File: config.mk
export PLATFORM = sky130hd
export DESIGN_NAME = instruction_cache
export DESIGN_NICKNAME = d
export VERILOG_FILES = /design/src/rtl/instruction_cache.sv
export SDC_FILE = /design/constraint.sdc
export NUM_CORES = 1
export LEC_CHECK = 0
export ABC_AREA = 1
export BUFFER_PORTS_ARGS = -buffer_cell sky130_fd_sc_hd__buf_2
export CAP_MARGIN = 20
export CORE_ASPECT_RATIO = 1.5
export CORE_MARGIN = 3
export CORE_UTILIZATION = 40
export DETAILED_ROUTE_END_ITERATION = 10
export GPL_TIMING_DRIVEN = 0
export PLACE_DENSITY = 0.58
export SYNTH_ARGS = -nofsm -noshare
export SYNTH_HDL_FRONTEND = slang
export SYNTH_SLANG_ARGS = --single-unit
File: constraint.sdc
create_clock -name CLK -period 19.62 [get_ports CLK]
set_input_delay 1.962 -clock CLK [delete_from_list [all_inputs] [get_ports CLK]]
set_output_delay 1.962 -clock CLK [all_outputs]
set_load 0.005 [all_outputs]
File: src/rtl/instruction_cache.sv
`default_nettype none
// ============================================================================
// Module      : instruction_cache
// Description : 8-line direct-mapped read-only instruction cache with
//               128-bit (4-word) blocks. Hits return in the same cycle;
//               misses stall the CPU while a whole block is fetched.
// Options     : define ICACHE_PERF_COUNTERS_EN to add HIT_COUNT/MISS_COUNT.
// Revision    : 1.0 - initial release
// ============================================================================
module instruction_cache (
  input  logic         CLK,
  input  logic         RESET,
  input  logic [31:0]  CPU_ADDRESS,
  input  logic         CPU_READ,
  output logic [31:0]  CPU_INSTRUCTION,
  output logic         CPU_BUSYWAIT,
  output logic         MEM_READ,
  output logic [27:0]  MEM_ADDRESS,
  input  logic [127:0] MEM_READDATA,
  input  logic         MEM_BUSYWAIT
`ifdef ICACHE_PERF_COUNTERS_EN
  ,
  output logic [31:0]  HIT_COUNT,
  output logic [31:0]  MISS_COUNT
`endif
);

  typedef enum logic [0:0] {
    S_IDLE     = 1'b0,
    S_MEM_READ = 1'b1
  } state_t;

  state_t       state_q, state_d;
  logic [27:0]  mem_addr_q, mem_addr_d;
  logic [7:0]   valid_q, valid_d;
  logic [24:0]  tag_q  [8];
  logic [127:0] data_q [8];

  // Address fields of the current fetch
  logic [24:0]  cpu_tag;
  logic [2:0]   cpu_index;
  logic [1:0]   cpu_offset;
  logic [2:0]   fill_index;
  logic         unused_addr_bits;

  logic         hit;
  logic [31:0]  hit_word;
  logic         fill_en;

  assign cpu_tag          = CPU_ADDRESS[31:7];
  assign cpu_index        = CPU_ADDRESS[6:4];
  assign cpu_offset       = CPU_ADDRESS[3:2];
  assign unused_addr_bits = ^CPU_ADDRESS[1:0];
  // The line being filled always comes from the latched block address,
  // so a PC change during the fill cannot redirect it.
  assign fill_index       = mem_addr_q[2:0];

  // Combinational lookup and word select for the current fetch
  always_comb begin
    hit = CPU_READ && valid_q[cpu_index] && (tag_q[cpu_index] == cpu_tag);
    case (cpu_offset)
      2'd0:    hit_word = data_q[cpu_index][31:0];
      2'd1:    hit_word = data_q[cpu_index][63:32];
      2'd2:    hit_word = data_q[cpu_index][95:64];
      default: hit_word = data_q[cpu_index][127:96];
    endcase
  end

  // Next-state, fill control and CPU/memory-side outputs
  always_comb begin
    state_d         = state_q;
    mem_addr_d      = mem_addr_q;
    valid_d         = valid_q;
    fill_en         = 1'b0;
    CPU_BUSYWAIT    = 1'b0;
    CPU_INSTRUCTION = 32'h0;
    MEM_READ        = 1'b0;
    case (state_q)
      S_IDLE: begin
        if (CPU_READ && !hit) begin
          CPU_BUSYWAIT = 1'b1;
          state_d      = S_MEM_READ;
          mem_addr_d   = CPU_ADDRESS[31:4];
        end else if (hit) begin
          CPU_INSTRUCTION = hit_word;
        end
      end
      S_MEM_READ: begin
        CPU_BUSYWAIT = 1'b1;
        MEM_READ     = 1'b1;
        if (!MEM_BUSYWAIT) begin
          fill_en             = 1'b1;
          valid_d[fill_index] = 1'b1;
          state_d             = S_IDLE;
        end
      end
      default: state_d = S_IDLE;
    endcase
  end

  assign MEM_ADDRESS = mem_addr_q;

  // Control state: asynchronous reset invalidates every line and aborts a fill
  always_ff @(posedge CLK or negedge RESET) begin
    if (!RESET) begin
      state_q    <= S_IDLE;
      mem_addr_q <= 28'h0;
      valid_q    <= 8'h0;
    end else begin
      state_q    <= state_d;
      mem_addr_q <= mem_addr_d;
      valid_q    <= valid_d;
    end
  end

  // Tag/data storage needs no reset: contents are qualified by valid_q
  always_ff @(posedge CLK) begin
    if (fill_en) begin
      tag_q[fill_index]  <= mem_addr_q[27:3];
      data_q[fill_index] <= MEM_READDATA;
    end
  end

`ifdef ICACHE_PERF_COUNTERS_EN
  logic [31:0] hit_count_q, hit_count_d;
  logic [31:0] miss_count_q, miss_count_d;

  // Hits count per IDLE hit edge, misses per IDLE->MEM_READ transition
  always_comb begin
    hit_count_d  = hit_count_q;
    miss_count_d = miss_count_q;
    if (state_q == S_IDLE) begin
      if (hit)           hit_count_d  = hit_count_q + 32'd1;
      else if (CPU_READ) miss_count_d = miss_count_q + 32'd1;
    end
  end

  // Performance counter registers, wrapping naturally at 2^32
  always_ff @(posedge CLK or negedge RESET) begin
    if (!RESET) begin
      hit_count_q  <= 32'h0;
      miss_count_q <= 32'h0;
    end else begin
      hit_count_q  <= hit_count_d;
      miss_count_q <= miss_count_d;
    end
  end

  assign HIT_COUNT  = hit_count_q;
  assign MISS_COUNT = miss_count_q;
`endif

endmodule
`default_nettype wire
* Word-level counts from Yosys, hierarchy flattened *
Memories as Yosys holds them, arrays and structs flattened.
Index checks and enable logic that the tools add are counted.
W data, S select, Z words.

cells by class
  order comparisons = 3
  eq/ne operators = 3
  multiplexer cells = 17
  bitwise operators = 3
  reductions and logical operators = 8

operator list
  cell                  number
  $mux W32              3
  $pmux W32 S3          1
  $eq A25 B25 Y1        1
  $mux W1               9
  $lt A3 B4 Y1 const B  2
  $or A8 B8 Y8          1
  $logic_and A1 B1 Y1   4
  $pmux W1 S2           2
  $reduce_and A2 Y1     2
  $bmux W1 S3           1
  $demux W1 S3          1
  $ge A3 B1 Y1 const B  1
  $eq A2 B1 Y1 const B  1
  $eq A2 B2 Y1 const B  1
  $logic_not A2 Y1      1
  $not A1 Y1            2
  $logic_not A1 Y1      1

storage, ports and cells
  register bits after elaboration = 37
  memory bits (writable) = 1224
  input bits = 164
  output and inout bits = 62
  logic and storage cells = 39
  memories kept = 2

memories
  memory  words  width  read ports  clocked after Yosys merged registers in  wr ports  line  text
  data_q  8      128    1           0                                        1         37    logic [127:0] data_q [8];
  tag_q   8      25     1           0                                        1         36    logic [24:0] tag_q [8];

* Longest topological paths before layout *
  depth after elaboration = 8
  depth in mapped cells = 19
  mapped depth without buffers = 17

* Least setup slack after synthesis *
No wires, ideal clock.

  path kind = input -> register
  start point = input MEM_BUSYWAIT
  end point = register valid_q[3]
  library setup time = 0.106 ns
  data arrival time = 9.307 ns
  required time = 19.514 ns
  setup slack = 10.207 ns
  cell stages on the path = 4
  path buffers = 0
  cells stage by stage = nor2_1 > nand2_1 > nor2_1 > or2_2

between the ends
  cells in the longest elaborated chain, start to end = 2

RTL lines
  what                                line  text
  from (decl)                         20    input logic MEM_BUSYWAIT
  $not A1 Y1 (no source line)         --
  $reduce_and A2 Y1 (no source line)  --
  to (signal assigned)                112   valid_q <= valid_d;
  to (decl)                           35    logic [7:0] valid_q, valid_d;

Every way passes these cells.
A chain may end at the register's enable or synchronous reset.

* Final worst setup path *
  start point = input CPU_ADDRESS[6]
  end point = output CPU_INSTRUCTION[7]

between the ends
  cells in the longest elaborated chain, start to end = 8
  elaborated cells between the ends (all ways) = 13
  classes of those cells = eq/ne (1); mux (6); reduce/logical (4); memory (2)

RTL lines
  what                                                                    line  text
  from (decl)                                                             13    input logic [31:0] CPU_ADDRESS,
  parallel branches: the longest is 6 deep, another holds $mem_v2 Z8 W25  --
  $mux W32 *                                                              80    if (CPU_READ && !hit) begin
  $mux W32 *                                                              78    case (state_q)
  to (decl)                                                               15    output logic [31:0] CPU_INSTRUCTION,

Every way passes the cells marked *. The select of a mux whose other input is x is not followed.

==> impl_metrics.json <==
{
  "synth.avg_cell_area_um2": 12.86,
  "num_vias": 35100,
  "ys_ff_latch": 1261,
  "synth_nets": 4083,
  "ios": 226,
  "gr-total-overflow": 0,
  "drt_first_pass_iters": 6,
  "regArea_mm2": 0.03768,
  "cp_common_cell": "buf_2",
  "cts_made_buffers": 116,
  "grt_pass1_vias": 34080,
  "arrival_ns": 5.95,
  "grt_max_degree": 38,
  "fin_tns_setup_ns": 0,
  "hold_violations": 0,
  "clock_skew_ns": 0.03473,
  "drc": 0,
  "final_net_count": 4481,
  "synthCells": 3919,
  "rsz0062_at_grt": "no",
  "crit_required_ns": 17.66,
  "grt_pass1_wl_um": 245400,
  "antenna_found_initial": 49,
  "post_cts_buffers": 0,
  "clock_path_buffers": 3,
  "vias_per_cell": 5.813,
  "path_clk_slew_ns": 0.06,
  "portBuffers": 221,
  "nFillCells": 10930,
  "min_period_ns": 7.917,
  "area_delta_synth_final_pct": 16.01,
  "setup_viol": 0,
  "maxSlewViolCount": 0,
  "synthDistinctLibCells": 32,
  "drive_gt1_share_pct": 12.83,
  "gr-usage-all-layers_pct": 26.80,
  "yosysSeqAreaShare_pct": 74.75,
  "tightest_slew_ns": 1.160,
  "yosysWarnings": 0,
  "hold_path_class": "reg -> reg",
  "maxCapViolCount": 0,
  "dpl.hpwl_um": 125700,
  "post_dp_cell_area_mm2": 0.05482,
  "r2r_setup_slack_ns": 16.25,
  "end_kind": "output pin",
  "antenna_left": 0,
  "routed_wl_um": 177300,
  "cts_tree": "yes",
  "fin_hold_ws_ns": 0.4640,
  "critPathKind": "in -> out",
  "total_power_w": 0.005935,
  "critPathSlowestCell": "buf_1",
  "crit_chain": "clkbuf_1, inv_2, buf_2, buf_2, buf_1, nor2_1, nor2_1, o21ai_0, nand3_1, o21bai_1, nor3_1, buf_2",
  "initial_utilization_pct": 40.54,
  "multi_input_area_mm2": 0.01104,
  "die_w_um": 295.9,
  "crit_family": "buffers and inverters",
  "utilization_pct": 47.03,
  "clk_latency_ns": 0.75,
  "syn-cell-area_mm2": 0.05041,
  "clkSinkCount": 1261,
  "p_leak_nw": 20.18,
  "cp.buffers_inverters": 6,
  "num_rows": 158,
  "fp.coreArea_mm2": 0.1243,
  "slowest_delay_ns": 0.86,
  "die_area_mm2": 0.1304,
  "hold_buffers": 0,
  "place.gp.congestion": 0.9350,
  "fin_crit_sh_pct": 40.35,
  "drt_iter0_markers": 3708,
  "ctsResizeCount": 0,
  "irDropWorstVdd_mv": 0.07546,
  "die_y_um": 440.8,
  "slew_headroom_pct": 22.68,
  "cts.htree.levels": 3,
  "root_buffer": "clkbuf_16",
  "fin_area_mm2": 0.05848,
  "status": "finished clean",
  "crit_path_max_fanout": 10,
  "p_per_area_mw_per_mm2": 101.5,
  "critPathLaunchType": "primary input",
  "detail_route.wl_per_cell_um": 29.36,
  "timing.fmax_mhz": 126.3
}
==> where the power goes <==
group          internal [W]  total [W]  switching [W]
clock               0.00120    0.00219       0.000993
sequential          0.00312    0.00318      0.0000654
combinational      0.000152   0.000562       0.000410
==> layer usage <==
layer | wire (µm) | GRT usage (%)
met3 | 14710 | 5.010
met4 | 13340 | 19.04
met5 | 192 | 0
met1 | 61990 | 30.70
met2 | 87050 | 45.07
==> registers in the layout, summed over array words and instances, names as in the netlist <==
name	flops
valid_q	8
data_q	1024
MEM_ADDRESS	28
state_q	1
tag_q	200
==> synth_stat cells, drive strengths merged <==
| library cell | instances | area [µm²] |
|---|---|---|
| a21oi | 120 | 600.6 |
| a221o | 23 | 230.2 |
| a221oi | 16 | 140.1 |
| a22o | 12 | 105.1 |
| a32o | 13 | 130.1 |
| and2 | 1 | 6.260 |
| buf | 129 | 708.2 |
| clkbuf | 143 | 536.8 |
| clkinv | 1 | 3.750 |
| dfrtp | 37 | 925.9 |
| edfxtp | 1224 | 36760 |
| inv | 133 | 499.2 |
| nand2 | 532 | 1997 |
| nand3 | 172 | 865.8 |
| nand3b | 13 | 97.59 |
| nand4 | 42 | 262.8 |
| nor2 | 540 | 2027 |
| nor3 | 36 | 180.2 |
| nor3b | 1 | 7.510 |
| o2111ai | 5 | 43.79 |
| o211ai | 44 | 330.3 |
| o21ai | 474 | 2372 |
| o21bai | 12 | 90.09 |
| o221ai | 108 | 945.9 |
| o22ai | 84 | 525.5 |
| or2 | 4 | 25.02 |
==> placed cells by master, fill, tap and decap left out, types with 12 or more instances in the layout <==
| cell type | instances |
|---|---|
| diode_2 | 25 |
| o22ai_1 | 84 |
| o211ai_1 | 44 |
| clkbuf_16 | 118 |
| edfxtp_1 | 1224 |
| a21oi_1 | 120 |
| buf_2 | 307 |
| nor2_1 | 532 |
| inv_1 | 129 |
| buf_12 | 50 |
| clkbuf_1 | 175 |
| buf_4 | 23 |
| nand3_1 | 171 |
| nor3_1 | 36 |
| nand2_1 | 532 |
| nand3b_1 | 13 |
| nand4_1 | 42 |
| clkinv_1 | 27 |
| a22o_1 | 12 |
| dfrtp_1 | 37 |
| a221oi_1 | 16 |
| o21ai_0 | 469 |
| a221o_1 | 23 |
| o21bai_1 | 12 |
| clkinv_2 | 18 |
| a32o_1 | 13 |
| o221ai_1 | 108 |
| buf_1 | 16 |
==> area by class of cell <==
cell class	instances	share of cell area (%)
multi-input cells	2252	18.88
inverters	134	0.8601
diodes	25	0.1070
well taps	1600	3.423
flip-flops and latches	1261	64.43
plain buffers	272	2.129
clock buffers	154	5.349
clock inverters	60	0.8130
repair buffers	280	4.005
==> logic make-up after synthesis <==
group | count (synthesis) | synth area share [%]
simple gates | 1341 | 10.85
compound gates | 911 | 10.94
flops | 1261 | 74.75
buf+inv | 406 | 3.467
==> per-stage QoR <==
step | worst slack (ns) | std cells
after floorplan | 10.21 | 3919
after global placement | 2.491 | 5740
after detailed placement | 11.74 | 5799
after CTS | 11.74 | 6013
after global routing | 11.64 | 6021
final | 11.70 | 6038
==> final timing paths <==
kind	from	endpoint	cells after the start
max in group asynchronous	RESET	MEM_ADDRESS[1]$_DFFE_PN0P_	1
min in group asynchronous	RESET	MEM_ADDRESS[13]$_DFFE_PN0P_	1
setup / recovery	CPU_ADDRESS[6]	CPU_INSTRUCTION[7]	12
hold reg to reg	valid_q[3]$_DFFE_PN0P_	valid_q[3]$_DFFE_PN0P_	1
hold / removal	valid_q[3]$_DFFE_PN0P_	valid_q[3]$_DFFE_PN0P_	1
setup reg to reg	state_q$_DFF_PN0_	data_q[7][30]$_DFFE_PP_	9
==> worst reg2reg max path, cell delays in order, from the launching register on <==
cell	delay, ns
dfrtp_1	0.35
inv_2	0.15
nor2_1	0.39
nand2_1	0.38
nor2_4	0.62
buf_12	0.29
buf_12	0.22
buf_12	0.22
buf_16	0.21
buf_12	0.22
No activity file was read; power rests on OpenSTA's default activity.
